$ cat src/rtl/ula_arbiter.sv
// Two-requester round-robin front end for a single shared ALU.
// Each accepted operation owns the ALU until its response is taken.
module ula_arbiter #(
  parameter int ALU_LAT = 1
) (
  input  logic       clk,
  input  logic       rst_n,
  input  logic       req0_valid,
  output logic       req0_ready,
  input  logic [7:0] req0_a,
  input  logic [7:0] req0_b,
  input  logic [3:0] req0_op,
  input  logic       req1_valid,
  output logic       req1_ready,
  input  logic [7:0] req1_a,
  input  logic [7:0] req1_b,
  input  logic [3:0] req1_op,
  output logic       rsp0_valid,
  input  logic       rsp0_ready,
  output logic [7:0] rsp0_result,
  output logic [2:0] rsp0_flags,
  output logic       rsp0_err,
  output logic       rsp1_valid,
  input  logic       rsp1_ready,
  output logic [7:0] rsp1_result,
  output logic [2:0] rsp1_flags,
  output logic       rsp1_err,
  output logic [7:0] alu_a,
  output logic [7:0] alu_b,
  output logic [3:0] alu_op,
  input  logic [7:0] alu_result,
  input  logic       alu_zero,
  input  logic       alu_carry,
  input  logic       alu_negative,
  output logic       busy,
  output logic [1:0] o_dbg_state
);

  // Handshake: a beat moves on a rising edge where valid && ready; ready never
  // depends on anything but valid and the arbiter state, valid never on ready.
  typedef enum logic [1:0] {
    S_IDLE = 2'd0,
    S_EXEC = 2'd1,
    S_RESP = 2'd2
  } state_t;

  localparam logic [3:0] OP_ADD  = 4'b0000;
  localparam logic [3:0] OP_SUB  = 4'b0001;
  localparam logic [3:0] OP_SHL  = 4'b0101;
  localparam logic [3:0] OP_SHR  = 4'b0110;
  localparam logic [3:0] OP_HOLD = 4'b1111;
  localparam logic [2:0] LAST_CNT = 3'(ALU_LAT);

  state_t     r_state;
  state_t     w_next;
  logic       r_ptr;
  logic [2:0] r_cnt;
  logic [7:0] r_a;
  logic [7:0] r_b;
  logic [3:0] r_op;
  logic       r_id;
  logic [7:0] r_result;
  logic [2:0] r_flags;
  logic       r_err;

  logic       w_grant0;
  logic       w_grant1;
  logic       w_xfer;
  logic [7:0] w_sel_a;
  logic [7:0] w_sel_b;
  logic [3:0] w_sel_op;
  logic       w_legal;
  logic       w_exec_done;
  logic       w_rsp_hs;

  // The preferred requester wins if valid; otherwise the other one may take the slot.
  assign w_grant0 = (r_state == S_IDLE) && req0_valid && (!r_ptr || !req1_valid);
  assign w_grant1 = (r_state == S_IDLE) && req1_valid && ( r_ptr || !req0_valid);
  assign w_xfer   = w_grant0 || w_grant1;

  assign w_sel_a  = w_grant1 ? req1_a  : req0_a;
  assign w_sel_b  = w_grant1 ? req1_b  : req0_b;
  assign w_sel_op = w_grant1 ? req1_op : req0_op;
  assign w_legal  = (w_sel_op == OP_ADD) || (w_sel_op == OP_SUB) ||
                    (w_sel_op == OP_SHL) || (w_sel_op == OP_SHR);

  assign w_exec_done = (r_state == S_EXEC) && (r_cnt == LAST_CNT);
  assign w_rsp_hs    = (r_state == S_RESP) && (r_id ? rsp1_ready : rsp0_ready);

  always_comb begin
    w_next = r_state;
    case (r_state)
      S_IDLE: if (w_xfer) w_next = w_legal ? S_EXEC : S_RESP;
      S_EXEC: if (w_exec_done) w_next = S_RESP;
      S_RESP: if (w_rsp_hs) w_next = S_IDLE;
      default: w_next = S_IDLE;
    endcase
  end

  always_ff @(posedge clk or negedge rst_n) begin
    if (!rst_n) begin
      r_state  <= S_IDLE;
      r_ptr    <= 1'b0;
      r_cnt    <= '0;
      r_a      <= '0;
      r_b      <= '0;
      r_op     <= '0;
      r_id     <= 1'b0;
      r_result <= '0;
      r_flags  <= '0;
      r_err    <= 1'b0;
    end else begin
      r_state <= w_next;
      if (w_xfer) begin
        r_a   <= w_sel_a;
        r_b   <= w_sel_b;
        r_op  <= w_sel_op;
        r_id  <= w_grant1;
        r_ptr <= !w_grant1;
        r_cnt <= '0;
        if (!w_legal) begin
          r_result <= '0;
          r_flags  <= '0;
          r_err    <= 1'b1;
        end
      end
      if (r_state == S_EXEC) begin
        if (w_exec_done) begin
          r_cnt    <= '0;
          r_result <= alu_result;
          // Only subtraction reports a sign; other ops clear it.
          r_flags  <= {(r_op == OP_SUB) && alu_negative, alu_carry, alu_zero};
          r_err    <= 1'b0;
        end else begin
          r_cnt <= r_cnt + 3'd1;
        end
      end
    end
  end

  assign req0_ready = w_grant0;
  assign req1_ready = w_grant1;

  assign alu_a  = (r_state == S_EXEC) ? r_a  : '0;
  assign alu_b  = (r_state == S_EXEC) ? r_b  : '0;
  assign alu_op = (r_state == S_EXEC) ? r_op : OP_HOLD;

  assign rsp0_valid  = (r_state == S_RESP) && !r_id;
  assign rsp1_valid  = (r_state == S_RESP) &&  r_id;
  assign rsp0_result = rsp0_valid ? r_result : '0;
  assign rsp0_flags  = rsp0_valid ? r_flags  : '0;
  assign rsp0_err    = rsp0_valid && r_err;
  assign rsp1_result = rsp1_valid ? r_result : '0;
  assign rsp1_flags  = rsp1_valid ? r_flags  : '0;
  assign rsp1_err    = rsp1_valid && r_err;

  assign busy        = (r_state != S_IDLE);
  assign o_dbg_state = r_state;

endmodule
$ cat config.mk
export PLATFORM = sky130hd
export DESIGN_NAME = ula_arbiter
export DESIGN_NICKNAME = d
export VERILOG_FILES = /design/src/rtl/ula_arbiter.sv
export SDC_FILE = /design/constraint.sdc
export NUM_CORES = 1
export LEC_CHECK = 0
export ABC_AREA = 0
export CAP_MARGIN = 25
export CELL_PAD_IN_SITES_DETAIL_PLACEMENT = 0
export CELL_PAD_IN_SITES_GLOBAL_PLACEMENT = 2
export CORE_MARGIN = 2
export CORE_UTILIZATION = 22
export DETAILED_ROUTE_END_ITERATION = 16
export PLACE_DENSITY_LB_ADDON = 0.1
export SLEW_MARGIN = 20
export SYNTH_ARGS = -nofsm -noshare
export SYNTH_HDL_FRONTEND = slang
export SYNTH_SLANG_ARGS = --single-unit
$ cat constraint.sdc
create_clock -name clk -period 2 [get_ports clk]
set_input_delay 0.4 -clock clk [delete_from_list [all_inputs] [get_ports clk]]
set_output_delay 0.4 -clock clk [all_outputs]
set_load 0.02 [all_outputs]
# == Yosys cells after proc, flatten, opt, wreduce, memory -nomap -nowiden ==
# Index checks and enable logic that the tools add are counted.
# W data, S select, Z words.
# totals
register_bits,39
in_bits,57
out_inout_bits,51
wordCells,79
# op_classes
add_sub_neg,1
n_eq_ne,10
mux,31
reduce_logical,27
# op_table
op,n
$mux W8,10
$mux W3,9
$logic_and A1 B1 Y1,11
$eq A4 B1 Y1 const B,2
$eq A4 B3 Y1 const B,2
$mux W2,4
$mux W4,2
$logic_or A1 B1 Y1,6
$ne A2 B2 Y1 const B,3
$pmux W2 S3,1
$logic_not A1 Y1,5
$mux W1,5
$logic_not A4 Y1,1
$reduce_bool A2 Y1,2
$add A3 B1 Y3 const B,1
$eq A3 B1 Y1 const B,1
$reduce_and A3 Y1,1
$eq A2 B1 Y1 const B,1
$eq A2 B2 Y1 const B,1
$logic_not A2 Y1,1

# == Logic depth before layout (Yosys ltp) ==
# logic_depth
ltp_word,12
ltp_mapped,6
mapped_depth_nobuf,6

# == Worst setup path before layout ==
# Ideal clock, no wire load.
# synth_path
kind,flip-flop to output port
from,register r_state[1] (netlist: o_dbg_state[1])
to,output port rsp0_flags[0]
arrival_time_ns,1.484
required_time_ns,1.600
slack_ns,0.116
stages_incl_launch_ff,5
n_path_buf,1
path_cell_list,dfrtp_1 -> nor2b_1 -> nor2b_1 -> buf_2 -> and2_1
# synth_between
elab_chain_cells,3
# synth_rtl
element,line,rtl
start: declaration,54,state_t r_state;
start signal: assignment,113,r_state <= w_next;
$eq A2 B2 Y1,148,assign rsp0_valid = (r_state == S_RESP) && !r_id;
$logic_and A1 B1 Y1,148,
via rsp0_valid,18,"output logic rsp0_valid,"
$mux W3,151,assign rsp0_flags = rsp0_valid ? r_flags : '0;
end: declaration,21,"output logic [2:0] rsp0_flags,"
# The timed path passes the listed nets, and every way through them passes these cells.

# == Final worst setup path ==
# layout_path
from,register r_state[0] (netlist: o_dbg_state[0])
to,output port alu_a[5]
# layout_between
elab_chain_cells,2
# layout_rtl
element,line,rtl
$eq A2 B1 Y1,144,assign alu_a = (r_state == S_EXEC) ? r_a : '0;
$mux W8,144,
end: declaration,28,"output logic [7:0] alu_a,"
# No other way between the ends.

==> results.ini <==
[detailed_routing]
first_pass_iters = 4
final_antenna_net_count = 0
post_drt_wl_per_cell_um = 13.3
drt_iter0_drc = 35
finalWirelength_um = 6680
vias = 2145
via_per_inst = 4.26
drc = 0

[place]
port-buffer-count = 107
hpwl_um = 4940
place_congestion = 0.719

[sta]
finalCritPeriodShare = 0.990
max_slew_margin = 0.667
clock-skew-final_ps = 5.93
slew_violations = 0
tightest_slew_ps = 500
setup_tns_ps = 0
max_freq_ghz = 0.505
period_minus_slack_ps = 1980
rsz0062_at_grt = yes
setup_viol = 0
hold_violations = 0

[synthesis]
seq_area_frac_synth = 0.455
syn_nets = 300
synth_area_sq_um = 2150
synth_edf_count = 0
yosysTopAreaCell = dfrtp_1
synth-main-ff-cell = dfrtp_1
ys_types = 33
yosys_register_bits = 39
synth_cells = 241
avgSynthCellArea_sq_um = 8.90
yosys.area.top_type_share = 0.455
ys_warn_count = 0
synthArstFlopShare = 1.00
ys_top_cells_by_area = dfrtp_1 (45%), and2_1 (8.5%), nand2_1 (7.5%), mux2i_1 (6.5%), a31oi_1 (4.7%)

[global_route]
grt_pass1_vias = 1993
antenna_found_initial = 0
grt.overflow.total = 0
grt_max_degree = 33
grt_pass1_wl_um = 10100
globalRouteTotalUtil = 0.124

[cells_and_area]
utilization = 0.368
diodes = 0
area_delta_synth_final_pct = 65.2
layout_commonest_cell = clkdlybuf4s50_1
drive_above_1_share = 0.189
nets = 429
final_cell_mix = clkdlybuf4s50_1 (57), nand2_1 (43), dfrtp_1 (39), and2_1 (29), buf_4 (27)

[critical_path]
cp_max_fo = 20
cp-end-kind = output port
path_class = reg2out
cp.required_ps = 1600
cp_data_arrival_time_ps = 1580
rr_worst_depth = 6
startpoint_type = flip-flop

[clock_network]
cts_sinks = 39
h-tree-depth = 2
numCtsBuffers = 5
ctsHoldBuffers = 0
cts_root_buf = clkbuf_8
cts_max_path_buffers = 2
clkTransAtPathRegs_ps = 80
cts_tree = built
worstSkewPairLatency_ps = 290

[floorplanning]
num_rows = 36
die_height_um = 103
core-area_sq_um = 9640
io_pins = 108
floorplan.initialDensity = 0.223
dieArea_sq_um = 10600
die_w_um = 103

[pwr]
power_density_nw_per_um2 = 1140
ir_worst_vdd_uv = 366
p_leak_nw = 1.65

[hold_path]
hp-class = in2async

[run_status]
status = complete, no violations

[job]
max-cap-violations = 0

worst paths after layout:
| path | start | slack, ps | end |
|---|---|---|---|
| min | rst_n | 70 | r_op[3]$_DFFE_PN0N_ |
| max in group asynchronous | rst_n | 1440 | r_cnt[1]$_DFFE_PN0P_ |
| min reg2reg | r_a[5]$_DFFE_PN0N_ | 500 | r_a[5]$_DFFE_PN0N_ |
| max | o_dbg_state[0]$_DFFE_PN0P_ | 20 | alu_a[5] |
| max reg2reg | o_dbg_state[0]$_DFFE_PN0P_ | 170 | o_dbg_state[1]$_DFFE_PN0P_ |
| min in group clk | r_a[5]$_DFFE_PN0N_ | 500 | r_a[5]$_DFFE_PN0N_ |
final cells by class:
| cell class | instances | area, sq um |
|---|---|---|
| multi-input cells | 182 | 1100 |
| repair buffers | 136 | 1190 |
| clock inverters | 1 | 5.00 |
| clock buffers | 6 | 82.6 |
| well taps | 133 | 166 |
| fillers | 1050 | 6090 |
| flip-flops and latches | 39 | 976 |
| inverters | 6 | 22.5 |
kinds of logic (layout without fill, tap and decap cells):
| logic type | count (synthesis) | in the layout | synth area share |
|---|---|---|---|
| flip-flops | 39 | 39 | 0.455 |
| AND/OR/NAND/NOR | 122 | 122 | 0.301 |
| multiplexers | 15 | 15 | 0.0723 |
| buffers and inverters | 20 | 149 | 0.0391 |
| adder cells (fa/ha/maj) | 2 | 2 | 0.0117 |
| AO/OA/AOI/OAI | 43 | 43 | 0.121 |
critical path, stage by stage, from the launching register on:
cell           delay (ps)
dfrtp_1               400
nor2b_2               240
buf_12                180
and2_1                140
dlygate4sd2_1         330
synth_stat cells, drive strengths merged, types with 2 or more instances:
master   n
a21oi   14
a22oi    2
a31oi   16
and2    29
and3    13
buf      6
clkbuf   8
dfrtp   39
ha       2
inv      5
mux2i   14
nand2   43
nand2b   7
nand3    2
nor2    20
nor2b    3
nor4bb   2
o21ai    6
registers in the layout (all words and copies together), names as in the netlist:
register and cells:
o_dbg_state 2, r_a 8, r_b 8, r_cnt 3
r_err 1, r_flags 3, r_id 1, r_op 4
r_ptr 1, r_result 8
layer usage:
metal,GRT usage,share of wire
met5,0,0
met1,0.151,0.44
met4,0.0304,0.0094
met2,0.219,0.48
met3,0.0346,0.073
stage by stage:
stage	setup WS, ps	hold WS [ps]	cell area [sq um]	power (mW)	instances
finish	19.3	72.6	3550	4.03	503
global route	-44.8	102	3550	4.37	503
CTS	-3.63	78.7	3610	4.08	501
detailed placement	-220	393	3540	3.63	494
global placement	-202	389	3540	3.63	494
floorplan	116	104	2150	2.54	241
power breakdown:
| group | leakage (nW) | internal, mW | switching [mW] | total, mW |
|---|---|---|---|---|
| Sequential | 0.484 | 1.10 | 0.181 | 1.28 |
| Clock | 0.0470 | 0.271 | 0.273 | 0.544 |
| Combinational | 1.12 | 0.983 | 1.22 | 2.21 |
what timing repair did:
action / 4_1_cts / 5_1_grt
buffers inserted: 0 / 1
gates resized for setup: 81 / 45
endpoints found under the setup margin: 49 / 44
cloned: 0 / 1
Note: power is estimated with default switching activity, not from simulation.
